File: src/rtl/cp0_regfile_pkg.sv
// CP0 shared definitions: register numbers, ExcCodes, Status/Cause bit
// positions and the per-register software write masks.
package cp0_regfile_pkg;

  typedef enum logic [4:0] {
    CP0_BADVADDR = 5'd8,
    CP0_COUNT    = 5'd9,
    CP0_COMPARE  = 5'd11,
    CP0_STATUS   = 5'd12,
    CP0_CAUSE    = 5'd13,
    CP0_EPC      = 5'd14
  } cp0_reg_e;

  localparam logic [4:0] EXC_INT  = 5'd0;
  localparam logic [4:0] EXC_ADEL = 5'd4;
  localparam logic [4:0] EXC_ADES = 5'd5;
  localparam logic [4:0] EXC_SYS  = 5'd8;
  localparam logic [4:0] EXC_BP   = 5'd9;
  localparam logic [4:0] EXC_RI   = 5'd10;
  localparam logic [4:0] EXC_OV   = 5'd12;

  localparam int ST_IE  = 0;
  localparam int ST_EXL = 1;
  localparam int ST_BEV = 22;
  localparam int CA_TI  = 30;
  localparam int CA_BD  = 31;

  localparam logic [31:0] STATUS_WMASK = 32'h0000_FF03;
  localparam logic [31:0] CAUSE_WMASK  = 32'h0000_0300;
  localparam logic [31:0] BEV_MASK     = 32'h0040_0000;

  // Bits of each register an MTC0 may change; 0 for read-only/unmapped
  function automatic logic [31:0] cp0_wmask(input logic [4:0] addr);
    case (addr)
      CP0_COUNT, CP0_COMPARE, CP0_EPC: cp0_wmask = 32'hFFFF_FFFF;
      CP0_STATUS:                      cp0_wmask = STATUS_WMASK;
      CP0_CAUSE:                       cp0_wmask = CAUSE_WMASK;
      default:                         cp0_wmask = 32'h0;
    endcase
  endfunction

endpackage

File: src/rtl/cp0_timer.sv
// Count/Compare timer: divided Count, Compare register and sticky TI flag.
module cp0_timer #(
  parameter int COUNT_DIV = 2
) (
  input  logic        clk,
  input  logic        rst,
  input  logic        count_we_i,
  input  logic        compare_we_i,
  input  logic [31:0] wdata_i,
  output logic [31:0] count_o,
  output logic [31:0] compare_o,
  output logic        ti_o
);

  localparam int DIV_W = (COUNT_DIV > 1) ? $clog2(COUNT_DIV) : 1;
  localparam logic [DIV_W-1:0] DIV_LAST = DIV_W'(COUNT_DIV - 1);

  logic [DIV_W-1:0] r_div;
  logic [31:0]      r_count;
  logic [31:0]      r_compare;
  logic             r_ti;

  // Count advances once per COUNT_DIV cycles; a software load restarts the divider
  always_ff @(posedge clk) begin
    if (rst) begin
      r_div   <= '0;
      r_count <= '0;
    end else if (count_we_i) begin
      r_div   <= '0;
      r_count <= wdata_i;
    end else if (r_div == DIV_LAST) begin
      r_div   <= '0;
      r_count <= r_count + 32'd1;
    end else begin
      r_div   <= r_div + 1'b1;
    end
  end

  // Compare load; TI is sticky on match and cleared by any Compare write
  always_ff @(posedge clk) begin
    if (rst) begin
      r_compare <= '0;
      r_ti      <= 1'b0;
    end else begin
      if (compare_we_i) r_compare <= wdata_i;
      if (compare_we_i)                r_ti <= 1'b0;
      else if (r_count == r_compare)   r_ti <= 1'b1;
    end
  end

  assign count_o   = r_count;
  assign compare_o = r_compare;
  assign ti_o      = r_ti;

endmodule

File: src/rtl/cp0_regfile.sv
// CP0 register file: MFC0/MTC0 responder, exception/ERET state and
// interrupt request. Optional macro CP0_BYPASS_EN forwards a same-cycle
// MTC0 to the MFC0 read port.
module cp0_regfile
  import cp0_regfile_pkg::*;
#(
  parameter logic [31:0] STATUS_RST = 32'h0040_0000,
  parameter int          COUNT_DIV  = 2
) (
  input  logic        clk,
  input  logic        rst,
  input  logic        we_i,
  input  logic [4:0]  waddr_i,
  input  logic [31:0] wdata_i,
  input  logic [4:0]  raddr_i,
  output logic [31:0] rdata_o,
  input  logic [5:0]  int_i,
  input  logic        exc_valid_i,
  input  logic [4:0]  exc_code_i,
  input  logic [31:0] exc_pc_i,
  input  logic        exc_bd_i,
  input  logic [31:0] exc_badvaddr_i,
  input  logic        eret_i,
  output logic [31:0] status_o,
  output logic [31:0] cause_o,
  output logic [31:0] epc_o,
  output logic        int_pending_o
);

  logic [31:0] r_badvaddr, r_epc;
  logic [7:0]  r_im;
  logic        r_exl, r_ie, r_bd;
  logic [5:0]  r_ip_hw;
  logic [1:0]  r_ip_sw;
  logic [4:0]  r_exc_code;

  logic [31:0] w_count, w_compare, w_status, w_cause, w_reg;
  logic        w_ti;
  logic        w_wr_status, w_wr_cause, w_wr_epc;

  assign w_wr_status = we_i && (waddr_i == CP0_STATUS);
  assign w_wr_cause  = we_i && (waddr_i == CP0_CAUSE);
  assign w_wr_epc    = we_i && (waddr_i == CP0_EPC);

  cp0_timer #(.COUNT_DIV(COUNT_DIV)) u_timer (
    .clk          (clk),
    .rst          (rst),
    .count_we_i   (we_i && (waddr_i == CP0_COUNT)),
    .compare_we_i (we_i && (waddr_i == CP0_COMPARE)),
    .wdata_i      (wdata_i),
    .count_o      (w_count),
    .compare_o    (w_compare),
    .ti_o         (w_ti)
  );

  // Status: MTC0 < ERET < exception on EXL; IM/IE only ever come from MTC0
  always_ff @(posedge clk) begin
    if (rst) begin
      r_im  <= STATUS_RST[15:8];
      r_exl <= STATUS_RST[ST_EXL];
      r_ie  <= STATUS_RST[ST_IE];
    end else begin
      if (w_wr_status) begin
        r_im  <= wdata_i[15:8];
        r_exl <= wdata_i[ST_EXL];
        r_ie  <= wdata_i[ST_IE];
      end
      if (eret_i)      r_exl <= 1'b0;
      if (exc_valid_i) r_exl <= 1'b1;
    end
  end

  // Cause IP sampling, soft IP, and exception-owned BD/ExcCode/EPC/BadVAddr
  always_ff @(posedge clk) begin
    if (rst) begin
      r_ip_hw    <= '0;
      r_ip_sw    <= '0;
      r_bd       <= 1'b0;
      r_exc_code <= '0;
      r_epc      <= '0;
      r_badvaddr <= '0;
    end else begin
      r_ip_hw <= int_i;
      if (w_wr_cause) r_ip_sw <= wdata_i[9:8];
      if (exc_valid_i) begin
        // A nested exception (EXL already set) keeps the original return point
        if (!r_exl) begin
          r_epc <= exc_bd_i ? exc_pc_i - 32'd4 : exc_pc_i;
          r_bd  <= exc_bd_i;
        end
        r_exc_code <= exc_code_i;
        if (exc_code_i == EXC_ADEL || exc_code_i == EXC_ADES)
          r_badvaddr <= exc_badvaddr_i;
      end else if (w_wr_epc) begin
        r_epc <= wdata_i;
      end
    end
  end

  assign w_status = BEV_MASK | {16'b0, r_im, 6'b0, r_exl, r_ie};
  assign w_cause  = {r_bd, w_ti, 14'b0, r_ip_hw[5] | w_ti, r_ip_hw[4:0],
                     r_ip_sw, 1'b0, r_exc_code, 2'b0};

  // Registered-value read mux, optionally merged with an in-flight MTC0
  always_comb begin
    w_reg = 32'h0;
    case (raddr_i)
      CP0_BADVADDR: w_reg = r_badvaddr;
      CP0_COUNT:    w_reg = w_count;
      CP0_COMPARE:  w_reg = w_compare;
      CP0_STATUS:   w_reg = w_status;
      CP0_CAUSE:    w_reg = w_cause;
      CP0_EPC:      w_reg = r_epc;
      default:      w_reg = 32'h0;
    endcase
`ifdef CP0_BYPASS_EN
    if (we_i && (waddr_i == raddr_i))
      rdata_o = (w_reg & ~cp0_wmask(raddr_i)) | (wdata_i & cp0_wmask(raddr_i));
    else
      rdata_o = w_reg;
`else
    rdata_o = w_reg;
`endif
  end

  assign status_o      = w_status;
  assign cause_o       = w_cause;
  assign epc_o         = r_epc;
  assign int_pending_o = r_ie & ~r_exl & (|(w_cause[15:8] & w_status[15:8]));

endmodule

File: config.mk
export PLATFORM = sky130hd
export DESIGN_NAME = cp0_regfile
export DESIGN_NICKNAME = d
export VERILOG_FILES = /design/src/rtl/cp0_regfile_pkg.sv /design/src/rtl/cp0_timer.sv /design/src/rtl/cp0_regfile.sv
export SDC_FILE = /design/constraint.sdc
export NUM_CORES = 1
export LEC_CHECK = 0
export ABC_CLOCK_PERIOD_IN_PS = 5150
export BUFFER_PORTS_ARGS = -buffer_cell sky130_fd_sc_hd__buf_2
export CAP_MARGIN = 15
export CORE_MARGIN = 2
export CORE_UTILIZATION = 35
export CTS_CLUSTER_DIAMETER = 100
export DETAILED_ROUTE_END_ITERATION = 10
export MAX_ROUTING_LAYER = met4
export PLACE_DENSITY = 0.66
export SETUP_SLACK_MARGIN = 0.3
export SLEW_MARGIN = 20
export SYNTH_ARGS = -nofsm -noshare
export SYNTH_HDL_FRONTEND = slang
export SYNTH_SLANG_ARGS = --single-unit
File: constraint.sdc
create_clock -name clk -period 5.15 [get_ports clk]
set_input_delay 0.7725 -clock clk [delete_from_list [all_inputs] [get_ports clk]]
set_output_delay 0.7725 -clock clk [all_outputs]
set_load 0.05 [all_outputs]
== Word level (Yosys, flattened, before mapping) ==
Index checks and enable logic that the tools add are counted.
W data, S select, Z words.

* Register bits after elaboration: 154
* Bits in latches: 0
* RAM bits: 0
* ROM bits: 0
* Input port bits: 123
* Output and inout bits: 129
* Word-level logic and storage cells: 61
* Memories: 0

* $add $sub $neg: 3
* Multiply operators: 0
* Divide/modulo/power cells: 0
* $lt $le $gt $ge: 0
* Equality and inequality tests: 15
* Shift-type cells: 0
* Muxes and demuxes: 10
* Bitwise gates (word level): 5
* Reduce and logical (&&, ||, !) cells: 15

{| class="wikitable"
|+ Operator list
! operator !! count
|-
| $mux W32 || 6
|-
| $pmux W32 S6 || 1
|-
| $eq A5 B4 Y1 const B || 11
|-
| $add A32 B1 Y32 const B || 1
|-
| $eq A32 B32 Y1 || 1
|-
| $sub A32 B3 Y32 const B || 1
|-
| $eq A5 B3 Y1 const B || 2
|-
| $and A8 B8 Y8 || 1
|-
| $reduce_or A8 Y1 || 1
|-
| $reduce_and A2 Y1 || 3
|-
| $logic_and A1 B1 Y1 || 5
|-
| $reduce_bool A2 Y1 || 2
|-
| $mux W1 || 3
|-
| $reduce_bool A3 Y1 || 1
|-
| $reduce_or A3 Y1 || 1
|-
| $and A1 B1 Y1 || 2
|-
| $ne A2 B2 Y1 const B || 1
|-
| $reduce_or A2 Y1 || 1
|-
| $add A1 B1 Y1 const B || 1
|-
| $logic_or A1 B1 Y1 || 1
|-
| $not A1 Y1 || 1
|-
| $or A1 B1 Y1 || 1
|}

== Depth between registers and ports, before layout ==
Gate-level depths: netlist of run 1.

* Depth in word-level cells: 5
* Gate-level depth with buffers: 8
* Mapped depth without buffers: 7

== Cells and area by module ==
Synthesis of run 1 repeated with hierarchy kept, for this count alone.

* Cells, all modules: 1,092
* Area, all modules: 8,851.0 um2

{| class="wikitable"
|+ Modules (own cells, without submodules)
! module !! times used !! cells each !! area an instance (um2) !! sequential area each (um2)
|-
| cp0_regfile || 1 || 718 || 5,531.6 || 1,761.7
|-
| cp0_timer || 1 || 374 || 3,319.4 || 1,321.3
|}

== Worst setup path before layout of run 1 ==
OpenSTA, ideal clock, no wires.

* Path type: reg2out
* Start point: register r_ip_sw[0]
* End point: output int_pending_o
* Arrival: 2.160 ns
* Required time: 4.378 ns
* Slack: 2.217 ns
* Cell stages (with the launch flop): 5
* Path buffers: 0
* Path through: dfxtp_1 -> a222oi_1 -> nand3_1 -> a21oi_1 -> nor3b_1

* Longest elaborated chain between the ends: 3

{| class="wikitable"
|+ RTL lines
! what !! line !! text
|-
| start: declaration || cp0_regfile.sv:34 || <nowiki>logic [1:0] r_ip_sw;</nowiki>
|-
| start signal: assignment || cp0_regfile.sv:84 || <nowiki>if (w_wr_cause) r_ip_sw <= wdata_i[9:8];</nowiki>
|-
| $and A8 B8 Y8 || cp0_regfile.sv:129 || <nowiki>assign int_pending_o = r_ie & ~r_exl & (|(w_cause[15:8] & w_status[15:8]));</nowiki>
|-
| $reduce_or A8 Y1 || cp0_regfile.sv:129 ||
|-
| $and A1 B1 Y1 || cp0_regfile.sv:129 ||
|-
| end: declaration || cp0_regfile.sv:27 || <nowiki>output logic int_pending_o</nowiki>
|}

Every way passes these cells.

== Worst setup path in the final report of run 1 ==
* Start point: input raddr_i[4]
* End point: output rdata_o[0]

* Longest elaborated chain between the ends: 2
* Elaborated cells between the ends (all ways): 7
* Classes of those cells: 6 x eq/ne; 1 x mux

{| class="wikitable"
|+ RTL lines
! what !! line !! text
|-
| start: declaration || cp0_regfile.sv:15 || <nowiki>input logic [4:0] raddr_i,</nowiki>
|-
| $eq A5 B4 Y1 || cp0_regfile.sv:107 || <nowiki>case (raddr_i)</nowiki>
|-
| $pmux W32 S6 * || cp0_regfile.sv:107 ||
|-
| end: declaration || cp0_regfile.sv:16 || <nowiki>output logic [31:0] rdata_o,</nowiki>
|}

Every way passes the cells marked *; elsewhere a longest branch is shown, timed or not.

==> impl_metrics.prom, run 1 <==
# TYPE chip_impl_metric gauge
chip_impl_metric{name="clock_path_buffers",unit=""} 2
chip_impl_metric{name="slew_headroom",unit=""} 0.438
chip_impl_metric{name="netlist_instances",unit=""} 1049
chip_impl_info{name="critical_path.reg2reg.endpoint",value="u_timer.count_o[16]$_SDFFE_PP0P_"} 1
chip_impl_info{name="crit_chain",value="buf_2 > nand2b_1 > nor3_2 > buf_4 > a222oi_1 > nand2_1 > buf_2"} 1
chip_impl_metric{name="fin_crit_sh",unit=""} 0.666
chip_impl_metric{name="core_region_area",unit="um2"} 23500
chip_impl_metric{name="clkTransAtPathRegs",unit="ps"} 60
chip_impl_metric{name="final_hold_viol_count",unit=""} 0
chip_impl_info{name="synth.largest_area_cell",value="sky130_fd_sc_hd__dfxtp_1"} 1
chip_impl_metric{name="placement_row_count",unit=""} 56
chip_impl_info{name="worst_r2r_startpoint",value="u_timer.count_o[0]$_SDFFE_PP0P_"} 1
chip_impl_info{name="synth_commonest_cells",value="sky130_fd_sc_hd__nand2_1, sky130_fd_sc_hd__dfxtp_1, sky130_fd_sc_hd__a21oi_1"} 1
chip_impl_metric{name="grt_pass1_vias",unit=""} 7694
chip_impl_metric{name="clock.fmax",unit="MHz"} 291
chip_impl_metric{name="crit_path_max_fo",unit=""} 17
chip_impl_metric{name="average_wire_length_per_cell_after_detail_routing",unit="um"} 20.3
chip_impl_metric{name="antenna_found_initial",unit=""} 4
chip_impl_metric{name="pin_count_of_the_biggest_net_entering_global_routing",unit=""} 70
chip_impl_metric{name="floorplan.die_area",unit="um2"} 25300
chip_impl_metric{name="leakage_component_of_the_power",unit="nW"} 4.06
chip_impl_metric{name="post-place-ws",unit="ps"} 1770
chip_impl_metric{name="timing.hold.ws",unit="ps"} 455
chip_impl_metric{name="cellPowerDensity",unit="nW/um2"} 301
chip_impl_info{name="crit_end",value="rdata_o[0]"} 1
chip_impl_metric{name="finalSetupViolCount",unit=""} 0
chip_impl_metric{name="synth_edf_count",unit=""} 0
chip_impl_metric{name="max_cap_viol_count",unit=""} 0
chip_impl_info{name="clockRootBuffer",value="sky130_fd_sc_hd__clkbuf_16"} 1
chip_impl_metric{name="tritoncts.num_buffers",unit=""} 17
chip_impl_metric{name="worstMarginPinSlew",unit="ps"} 843
chip_impl_metric{name="grt_first_pass_wirelength",unit="um"} 46900
chip_impl_metric{name="tot_pwr",unit="W"} 0.00304
chip_impl_metric{name="die-width",unit="um"} 159
chip_impl_metric{name="crit_required",unit="ps"} 4380
chip_impl_metric{name="height_of_the_die",unit="um"} 159
chip_impl_metric{name="cts_htree_levels",unit=""} 4
chip_impl_metric{name="initial_utilization",unit=""} 0.357
chip_impl_metric{name="yosys_register_bits",unit=""} 154
chip_impl_metric{name="ys.warnings.count",unit=""} 0
chip_impl_metric{name="place_congestion",unit=""} 0.964
chip_impl_metric{name="placement.io_buffers",unit=""} 212
chip_impl_metric{name="cts.sinks",unit=""} 154
chip_impl_metric{name="via_per_inst",unit=""} 5.43
chip_impl_metric{name="vias",unit=""} 8369
chip_impl_info{name="synth_top_cells_by_area",value="sky130_fd_sc_hd__dfxtp_1, sky130_fd_sc_hd__nand2_1, sky130_fd_sc_hd__a22oi_1"} 1
chip_impl_metric{name="post_synth_num_cell_types",unit=""} 60
chip_impl_info{name="cts_tree",value="built"} 1
chip_impl_metric{name="area_growth_syn_to_fin",unit="%"} 20.3
chip_impl_metric{name="post_route_cells_drive_above_1_share",unit=""} 0.232
chip_impl_metric{name="cts-resized-gates",unit=""} 0
chip_impl_metric{name="skew",unit="ps"} 6.20
chip_impl_metric{name="groute.usage.overall",unit=""} 0.248
chip_impl_metric{name="cts_setup_buffers",unit=""} 0
chip_impl_metric{name="r2r_cells",unit=""} 6
chip_impl_metric{name="hold_buffers",unit=""} 0
chip_impl_metric{name="cp_data_arrival_time",unit="ps"} 2660
chip_impl_info{name="ys.flop_type",value="sky130_fd_sc_hd__dfxtp_1"} 1
chip_impl_metric{name="combined_area_of_all_synthesized_cells",unit="um2"} 8410
chip_impl_metric{name="synth_seq_area_share",unit=""} 0.367
chip_impl_metric{name="overall_routed_net_length",unit="um"} 31300
chip_impl_info{name="rsz0062_at_grt",value="no"} 1
chip_impl_metric{name="detail_route.first_pass.iterations",unit=""} 5
chip_impl_metric{name="setup_total_negative_slack",unit="ps"} 0
chip_impl_metric{name="async_set_reset_flop_share_out_of_synthesis",unit=""} 0
chip_impl_info{name="timing.hold.worst.class",value="register to register"} 1
chip_impl_info{name="critPathKind",value="primary input to output pin"} 1
chip_impl_metric{name="boundaryPins",unit=""} 252
chip_impl_info{name="run_status",value="completed"} 1
chip_impl_metric{name="synth.avg_cell_area",unit="um2"} 8.02
chip_impl_metric{name="nets",unit=""} 1333
chip_impl_metric{name="critical_path.max_stage_delay",unit="ps"} 690
chip_impl_metric{name="timing_max_transition_violations_final",unit=""} 0
chip_impl_metric{name="irDropWorstVdd",unit="mV"} 0.200
chip_impl_metric{name="antenna_left",unit=""} 0
chip_impl_metric{name="detailedPlacementHpwl",unit="um"} 23500
chip_impl_info{name="cpMostUsedCell",value="sky130_fd_sc_hd__buf_2"} 1
chip_impl_info{name="end_kind",value="output pin"} 1
chip_impl_info{name="worst_setup_path_startpoint",value="raddr_i[4]"} 1
chip_impl_info{name="yosysMostFrequentCell",value="sky130_fd_sc_hd__nand2_1"} 1
chip_impl_info{name="critical-path-slowest-cell",value="sky130_fd_sc_hd__nor3_2"} 1
chip_impl_metric{name="drt-initial-drc-count",unit=""} 778
chip_impl_metric{name="timing.final.ws_setup",unit="ps"} 1720
chip_impl_metric{name="clock_latency_of_the_later_clocked_register_in_the_worst_skew_pair",unit="ps"} 430
chip_impl_metric{name="synth.top_cell.area_share",unit=""} 0.367
chip_impl_metric{name="r2r_setup_slack",unit="ps"} 2910
chip_impl_metric{name="drcViolationCount",unit=""} 0
chip_impl_metric{name="grt_overflow_total",unit=""} 0
chip_impl_metric{name="finalWorstPathRequiredPeriod",unit="ps"} 3430
chip_impl_info{name="startpoint_class_of_the_critical_path",value="primary input"} 1
## layout by cell type (no fill, tap or decap), drive strengths merged, types with 8 or more instances in the layout
| cell | instances |
|---|---|
| a222oi | 11 |
| nand3 | 26 |
| xor2 | 33 |
| a21oi | 90 |
| nor3 | 11 |
| dfxtp | 154 |
| or3 | 8 |
| nor4 | 18 |
| o21ai | 10 |
| mux2i | 23 |
| conb | 39 |
| nor2b | 8 |
| and3 | 12 |
| a22oi | 68 |
| nand4 | 23 |
| nor2 | 75 |
| nand2 | 185 |
| xnor2 | 52 |
| clkbuf | 20 |
| a211oi | 37 |
| buf | 228 |
## worst min-delay path by stage
stage | start | to | slack, ps | cells after the start
global placement | r_badvaddr[19]$_SDFFE_PP0P_ | r_badvaddr[19]$_SDFFE_PP0P_ | 440 | 2
detailed placement | r_badvaddr[7]$_SDFFE_PP0P_ | r_badvaddr[7]$_SDFFE_PP0P_ | 450 | 2
finish | r_badvaddr[7]$_SDFFE_PP0P_ | r_badvaddr[7]$_SDFFE_PP0P_ | 460 | 2
CTS | r_badvaddr[7]$_SDFFE_PP0P_ | r_badvaddr[7]$_SDFFE_PP0P_ | 460 | 2
floorplan | r_badvaddr[31]$_SDFFE_PP0P_ | r_badvaddr[31]$_SDFFE_PP0P_ | 440 | 2
global route | r_badvaddr[7]$_SDFFE_PP0P_ | r_badvaddr[7]$_SDFFE_PP0P_ | 470 | 2
## sequential cells by signal (all words and copies together) (netlist names)
name and flops:
r_badvaddr 32, r_im 8, r_ip_hw 6, r_ie 1, u_timer.compare_o 32, u_timer.count_o 32, u_timer.r_div 1, r_ip_sw 2
r_exl 1, u_timer.ti_o 1, r_exc_code 5, epc_o 32, r_bd 1
## critical path: cells and delay by family
family / cells / cell delay [ps]
buf+inv: 3 / 750
compound gates: 1 / 120
simple gates: 3 / 1000
## routing by layer
metal  global-route usage  up-vias  part of all wire
li1                     -     3975                 -
met1                0.330     3999              0.45
met2                0.377      355              0.46
met3               0.0542       40             0.070
met4               0.0748        0             0.022
met5                    -        -                 0
## logic make-up after synthesis
family,share of synthesized area
buffers and inverters,0.0815
AO/OA/AOI/OAI,0.201
other,0.000893
XOR/XNOR,0.0885
adder cells (fa/ha/maj),0.00297
AND/OR/NAND/NOR,0.230
multiplexers,0.0287
flip-flops,0.367
## through the flow
step / std cells / instance area (um2) / utilization
final: 1541 / 10100 / 0.430
after global routing: 1541 / 10100 / 0.430
after CTS: 1537 / 10100 / 0.429
after detailed placement: 1508 / 9500 / 0.404
after global placement: 1508 / 9500 / 0.404
after floorplan: 1086 / 8550 / -
## where the power goes
group / leakage [nW] / total (W) / switching, W / internal (W)
Sequential: 1.25 / 0.00128 / 0.0000536 / 0.00123
Clock: 0.297 / 0.00131 / 0.000485 / 0.000825
Combinational: 2.51 / 0.000452 / 0.000333 / 0.000120
## cell type report
type / count / area, um2
Antenna cell: 4 / 10.0
Clock buffer: 20 / 457
Clock inverter: 9 / 148
Fill cell: 2438 / 13400
Inverter: 5 / 18.8
Multi-Input combinational cell: 802 / 4820
Sequential cell: 154 / 3080
Tap cell: 319 / 399
Timing Repair Buffer: 228 / 1180
Note: power is estimated with default switching activity, not from simulation.
==> run 2, diff against run 1 <==
ABC_CLOCK_PERIOD_IN_PS = 2850   (was 5150)
PLACE_DENSITY = 0.68   (was 0.66)
clock period = 2.85 ns   (was 5.15 ns; I/O delays follow)
==> impl_metrics.prom, run 2 (synthesis gave the netlist of run 1 again) <==
# TYPE chip_impl_metric gauge
chip_impl_metric{name="cts-resized-gates",unit=""} 0
chip_impl_metric{name="leakage_component_of_the_power",unit="nW"} 4.11
chip_impl_metric{name="crit_required",unit="ps"} 2420
chip_impl_metric{name="hold_buffers",unit=""} 0
chip_impl_metric{name="timing_max_transition_violations_final",unit=""} 0
chip_impl_metric{name="pin_count_of_the_biggest_net_entering_global_routing",unit=""} 66
chip_impl_info{name="cts_tree",value="built"} 1
chip_impl_metric{name="clkTransAtPathRegs",unit="ps"} 60
chip_impl_metric{name="final_hold_viol_count",unit=""} 0
chip_impl_metric{name="max_cap_viol_count",unit=""} 0
chip_impl_metric{name="slew_headroom",unit=""} 0.474
chip_impl_metric{name="crit_path_max_fo",unit=""} 32
chip_impl_metric{name="overall_routed_net_length",unit="um"} 30600
chip_impl_metric{name="cts.sinks",unit=""} 154
chip_impl_info{name="mostFrequentLayoutCells",value="sky130_fd_sc_hd__buf_2, sky130_fd_sc_hd__nand2_1, sky130_fd_sc_hd__dfxtp_1, sky130_fd_sc_hd__a21oi_1, sky130_fd_sc_hd__nor2_1"} 1
chip_impl_metric{name="grt_first_pass_wirelength",unit="um"} 45700
chip_impl_metric{name="placed_cells",unit=""} 1514
chip_impl_metric{name="floorplan.die_area",unit="um2"} 25300
chip_impl_metric{name="clock_path_buffers",unit=""} 2
chip_impl_metric{name="grt_overflow_total",unit=""} 0
chip_impl_metric{name="clock_latency_of_the_later_clocked_register_in_the_worst_skew_pair",unit="ps"} 430
chip_impl_metric{name="drcViolationCount",unit=""} 0
chip_impl_info{name="run_status",value="completed"} 1
chip_impl_metric{name="grt_pass1_vias",unit=""} 7716
chip_impl_metric{name="cellPowerDensity",unit="nW/um2"} 549
chip_impl_metric{name="antenna_left",unit=""} 0
chip_impl_metric{name="die-width",unit="um"} 159
chip_impl_metric{name="boundaryPins",unit=""} 252
chip_impl_metric{name="cts_setup_buffers",unit=""} 0
chip_impl_metric{name="skew",unit="ps"} 6.32
chip_impl_metric{name="cts_htree_levels",unit=""} 4
chip_impl_metric{name="via_per_inst",unit=""} 5.46
chip_impl_metric{name="post_route_cells_drive_above_1_share",unit=""} 0.236
chip_impl_metric{name="place_congestion",unit=""} 0.925
chip_impl_metric{name="finalWorstPathRequiredPeriod",unit="ps"} 2430
chip_impl_info{name="end_kind",value="output pin"} 1
chip_impl_metric{name="drt-initial-drc-count",unit=""} 895
chip_impl_metric{name="r2r_cells",unit=""} 6
chip_impl_metric{name="height_of_the_die",unit="um"} 159
chip_impl_metric{name="core_region_area",unit="um2"} 23500
chip_impl_metric{name="detail_route.first_pass.iterations",unit=""} 7
chip_impl_info{name="timing.hold.worst.class",value="primary input to register"} 1
chip_impl_metric{name="final_cells",unit=""} 1547
chip_impl_metric{name="nFillCells",unit=""} 2397
chip_impl_info{name="layout.cells.most_common",value="sky130_fd_sc_hd__buf_2"} 1
chip_impl_metric{name="area_growth_syn_to_fin",unit="%"} 21.6
chip_impl_metric{name="irDropWorstVdd",unit="mV"} 0.330
chip_impl_metric{name="groute.usage.overall",unit=""} 0.239
chip_impl_metric{name="antenna_found_initial",unit=""} 3
chip_impl_metric{name="vias",unit=""} 8439
chip_impl_info{name="startpoint_class_of_the_critical_path",value="primary input"} 1
chip_impl_metric{name="detailedPlacementHpwl",unit="um"} 22800
chip_impl_info{name="rsz0062_at_grt",value="no"} 1
chip_impl_metric{name="finalSetupViolCount",unit=""} 0
chip_impl_metric{name="nets",unit=""} 1339
chip_impl_metric{name="worstMarginPinSlew",unit="ps"} 789
chip_impl_metric{name="placement_row_count",unit=""} 56
chip_impl_metric{name="tritoncts.num_buffers",unit=""} 17
chip_impl_metric{name="cp_data_arrival_time",unit="ps"} 2000
chip_impl_metric{name="initial_utilization",unit=""} 0.357
chip_impl_metric{name="fin_crit_sh",unit=""} 0.853
chip_impl_info{name="critPathKind",value="primary input to output pin"} 1
chip_impl_metric{name="clock.fmax",unit="MHz"} 411
chip_impl_metric{name="average_wire_length_per_cell_after_detail_routing",unit="um"} 19.8
chip_impl_metric{name="setup_total_negative_slack",unit="ps"} 0
chip_impl_metric{name="placement.io_buffers",unit=""} 212
chip_impl_info{name="clockRootBuffer",value="sky130_fd_sc_hd__clkbuf_16"} 1
chip_impl_metric{name="hold-path-cell-count",unit=""} 2
run 2: cell count changes in the layout (fill, tap and decap cells not counted):
| cell | delta |
|---|---|
| sky130_fd_sc_hd__buf_4 | +3 |
| sky130_fd_sc_hd__buf_12 | +3 |
| sky130_fd_sc_hd__clkinv_2 | -2 |
| sky130_fd_sc_hd__nor3b_1 | -1 |
| sky130_fd_sc_hd__bufinv_16 | +1 |
| sky130_fd_sc_hd__diode_2 | -1 |
| sky130_fd_sc_hd__clkbuf_1 | +2 |
| sky130_fd_sc_hd__nor3b_2 | +1 |
run 2: through the flow:
step	util	total power [W]	worst slack (ps)	area, um2	hold slack [ps]
finish	0.435	0.00562	418	10200	204
global route	0.435	0.00576	354	10200	208
CTS	0.434	0.00562	425	10200	198
detailed placement	0.407	0.00318	435	9590	449
global placement	0.407	0.00317	442	9590	443
floorplan	-	0.00292	625	8550	436
run 2: routing by layer:
layer / part of all wire / wire length (um) / up-vias / track usage
met3: 0.090 / 2750 / 48 / 0.0511
met2: 0.46 / 14000 / 428 / 0.363
met4: 0.022 / 664 / 0 / 0.0752
met5: 0 / 0 / - / -
li1: - / - / 3986 / -
met1: 0.43 / 13200 / 3977 / 0.319
run 2: path summary, 6_finish.rpt:
check,startpoint,to,slack [ps]
worst max-delay path,raddr_i[3],rdata_o[1],420
worst min-delay path,int_i[3],r_ip_hw[3]$_SDFF_PP0_,200
worst max register to register,u_timer.count_o[1]$_SDFFE_PP0P_,u_timer.count_o[20]$_SDFFE_PP0P_,570
worst min register to register,r_badvaddr[15]$_SDFFE_PP0P_,r_badvaddr[15]$_SDFFE_PP0P_,450
run 2: layout make-up:
cell class	count	area, um2	share of cell area
multi-input cells	802	4820	0.472
well taps	319	399	0.0390
flip-flops and latches	154	3080	0.301
inverters	5	18.8	0.00183
clock buffers	22	464	0.0454
repair buffers	234	1270	0.124
diodes	3	7.51	0.000734
clock inverters	8	168	0.0164
run 2: where the power goes:
group	total [W]	switching, W	internal (W)	leakage, nW
sequential	0.00231	0.0000927	0.00222	1.25
combinational	0.000828	0.000606	0.000222	2.55
clock	0.00248	0.000889	0.00159	0.306
total	0.00562	0.00159	0.00403	4.11
run 2: critical path, cell delays in order:
cell                       delay (ps)
sky130_fd_sc_hd__buf_2            110
sky130_fd_sc_hd__nor2b_1          140
sky130_fd_sc_hd__and3_1           170
sky130_fd_sc_hd__buf_4            260
sky130_fd_sc_hd__a222oi_1         520
sky130_fd_sc_hd__nand2_1          130
sky130_fd_sc_hd__buf_2            240
==> run 3, diff against run 2 <==
BUFFER_PORTS_ARGS = -buffer_cell sky130_fd_sc_hd__buf_4   (was -buffer_cell sky130_fd_sc_hd__buf_2)
==> impl_metrics.prom, run 3 (synthesis gave the netlist of run 1 again) <==
# TYPE chip_impl_metric gauge
chip_impl_info{name="run_status",value="completed"} 1
chip_impl_metric{name="vias",unit=""} 8462
chip_impl_info{name="critical_path.reg2reg.endpoint",value="u_timer.count_o[22]$_SDFFE_PP0P_"} 1
chip_impl_info{name="worst_hold_startpoint",value="int_i[1]"} 1
chip_impl_metric{name="clock_path_buffers",unit=""} 2
chip_impl_metric{name="cts_setup_buffers",unit=""} 0
chip_impl_metric{name="die-width",unit="um"} 159
chip_impl_info{name="min_delay_worst_endpoint",value="r_ip_hw[1]$_SDFF_PP0_"} 1
chip_impl_metric{name="groute.usage.overall",unit=""} 0.243
chip_impl_info{name="cts_tree",value="built"} 1
chip_impl_metric{name="final_cells",unit=""} 1545
chip_impl_info{name="end_kind",value="register"} 1
chip_impl_metric{name="hold_buffers",unit=""} 0
chip_impl_metric{name="slew_headroom",unit=""} 0.444
chip_impl_metric{name="grt_pass1_vias",unit=""} 8024
chip_impl_metric{name="cp_data_arrival_time",unit="ps"} 2650
chip_impl_metric{name="clock.fmax",unit="MHz"} 432
chip_impl_metric{name="hold-path-cell-count",unit=""} 2
chip_impl_metric{name="core_region_area",unit="um2"} 23500
chip_impl_metric{name="fin_crit_sh",unit=""} 0.812
chip_impl_metric{name="grt_overflow_total",unit=""} 0
chip_impl_metric{name="tritoncts.num_buffers",unit=""} 17
chip_impl_info{name="worst_r2r_startpoint",value="u_timer.count_o[0]$_SDFFE_PP0P_"} 1
chip_impl_info{name="startpoint_class_of_the_critical_path",value="register"} 1
chip_impl_metric{name="r2r_setup_slack",unit="ps"} 540
chip_impl_metric{name="finalSetupViolCount",unit=""} 0
chip_impl_metric{name="pin_count_of_the_biggest_net_entering_global_routing",unit=""} 70
chip_impl_metric{name="crit_path_max_fo",unit=""} 10
chip_impl_info{name="rsz0062_at_grt",value="no"} 1
chip_impl_info{name="mostFrequentLayoutCells",value="sky130_fd_sc_hd__buf_4, sky130_fd_sc_hd__nand2_1, sky130_fd_sc_hd__dfxtp_1, sky130_fd_sc_hd__a21oi_1, sky130_fd_sc_hd__nor2_1"} 1
chip_impl_metric{name="cellPowerDensity",unit="nW/um2"} 528
chip_impl_metric{name="via_per_inst",unit=""} 5.48
chip_impl_metric{name="seq_area",unit="um2"} 3080
chip_impl_metric{name="floorplan.die_area",unit="um2"} 25300
chip_impl_metric{name="setup_total_negative_slack",unit="ps"} 0
chip_impl_metric{name="multi_input_comb_area",unit="um2"} 4820
chip_impl_metric{name="worstMarginPinSlew",unit="ps"} 835
chip_impl_metric{name="leakage_component_of_the_power",unit="nW"} 4.23
chip_impl_metric{name="tot_pwr",unit="W"} 0.00569
chip_impl_metric{name="cts.sinks",unit=""} 154
chip_impl_metric{name="placement_row_count",unit=""} 56
chip_impl_metric{name="clkTransAtPathRegs",unit="ps"} 60
chip_impl_metric{name="place_congestion",unit=""} 0.902
chip_impl_metric{name="antenna_cells",unit=""} 0
chip_impl_metric{name="skew",unit="ps"} 4.52
chip_impl_info{name="layout.cells.most_common",value="sky130_fd_sc_hd__buf_4"} 1
chip_impl_metric{name="placed_cells",unit=""} 1515
chip_impl_metric{name="r2r_cells",unit=""} 6
chip_impl_metric{name="overall_routed_net_length",unit="um"} 30500
chip_impl_info{name="critPathKind",value="register to register"} 1
chip_impl_metric{name="placement.io_buffers",unit=""} 212
chip_impl_metric{name="cts_htree_levels",unit=""} 4
chip_impl_metric{name="irDropWorstVdd",unit="mV"} 0.323
chip_impl_metric{name="grt_first_pass_wirelength",unit="um"} 47000
chip_impl_metric{name="final_hold_viol_count",unit=""} 0
chip_impl_metric{name="post_route_cells_drive_above_1_share",unit=""} 0.237
chip_impl_metric{name="average_wire_length_per_cell_after_detail_routing",unit="um"} 19.8
chip_impl_metric{name="clock_latency_of_the_later_clocked_register_in_the_worst_skew_pair",unit="ps"} 420
chip_impl_metric{name="final_core_utilization",unit=""} 0.458
chip_impl_metric{name="drcViolationCount",unit=""} 0
chip_impl_metric{name="initial_utilization",unit=""} 0.357
chip_impl_metric{name="antenna_left",unit=""} 0
chip_impl_metric{name="drt-initial-drc-count",unit=""} 899
chip_impl_info{name="timing.hold.worst.class",value="primary input to register"} 1
chip_impl_metric{name="detail_route.first_pass.iterations",unit=""} 8
chip_impl_metric{name="height_of_the_die",unit="um"} 159
chip_impl_metric{name="nets",unit=""} 1340
chip_impl_metric{name="timing_max_transition_violations_final",unit=""} 0
chip_impl_info{name="clockRootBuffer",value="sky130_fd_sc_hd__clkbuf_16"} 1
chip_impl_metric{name="area_growth_syn_to_fin",unit="%"} 28.2
chip_impl_metric{name="detailedPlacementHpwl",unit="um"} 22900
chip_impl_metric{name="finalWorstPathRequiredPeriod",unit="ps"} 2310
chip_impl_metric{name="antenna_found_initial",unit=""} 0
chip_impl_metric{name="cts-resized-gates",unit=""} 0
chip_impl_metric{name="nFillCells",unit=""} 2355
chip_impl_metric{name="boundaryPins",unit=""} 252
chip_impl_metric{name="max_cap_viol_count",unit=""} 0
chip_impl_metric{name="crit_required",unit="ps"} 3190
[run 3: cell count changes in the layout (fill, tap and decap cells not counted)]
cell | previous run | this run
sky130_fd_sc_hd__diode_2 | 3 | 0
sky130_fd_sc_hd__buf_4 | 20 | 230
sky130_fd_sc_hd__buf_2 | 211 | 0
sky130_fd_sc_hd__buf_12 | 3 | 5
[run 3: through the flow]
step | instance area (um2) | worst slack (ps) | hold WS (ps)
after CTS | 10800 | 563 | 206
after floorplan | 8550 | 625 | 436
after detailed placement | 10200 | 576 | 451
after global placement | 10200 | 594 | 442
after global routing | 10800 | 432 | 212
final | 10800 | 536 | 215
[run 3: worst max-delay path, cell delays in order (launching register included)]
cell	delay, ps
sky130_fd_sc_hd__dfxtp_1	430
sky130_fd_sc_hd__ha_1	220
sky130_fd_sc_hd__nand4_1	270
sky130_fd_sc_hd__nor4_4	660
sky130_fd_sc_hd__nand4_1	230
sky130_fd_sc_hd__xor2_1	200
sky130_fd_sc_hd__a211oi_1	210
[run 3: cell type report]
cell class	instances	share of cell area
Inverter	5	0.00174
Clock buffer	22	0.0430
Tap cell	319	0.0370
Clock inverter	8	0.0155
Multi-Input combinational cell	802	0.447
Timing Repair Buffer	235	0.169
Sequential cell	154	0.286
[run 3: routing by layer]
metal  routed length (um)  global-route usage
met4                  607              0.0674
met5                    0                   -
met2                14100               0.373
met3                 2720              0.0560
met1                13100               0.320
[run 3: worst max path at each step]
stage | startpoint | endpoint | cells after the start
floorplan | raddr_i[1] | rdata_o[9] | 5
global placement | raddr_i[3] | rdata_o[0] | 7
detailed placement | raddr_i[3] | rdata_o[0] | 7
CTS | r_ip_sw[0]$_SDFFE_PP0P_ | int_pending_o | 5
global route | u_timer.count_o[1]$_SDFFE_PP0P_ | u_timer.count_o[22]$_SDFFE_PP0P_ | 6
finish | u_timer.count_o[0]$_SDFFE_PP0P_ | u_timer.count_o[22]$_SDFFE_PP0P_ | 6
[run 3: power by group]
| part | internal [W] | switching [W] |
|---|---|---|
| sequential | 0.00222 | 0.0000949 |
| clock | 0.00159 | 0.000877 |
| combinational | 0.000303 | 0.000607 |
| total | 0.00411 | 0.00158 |
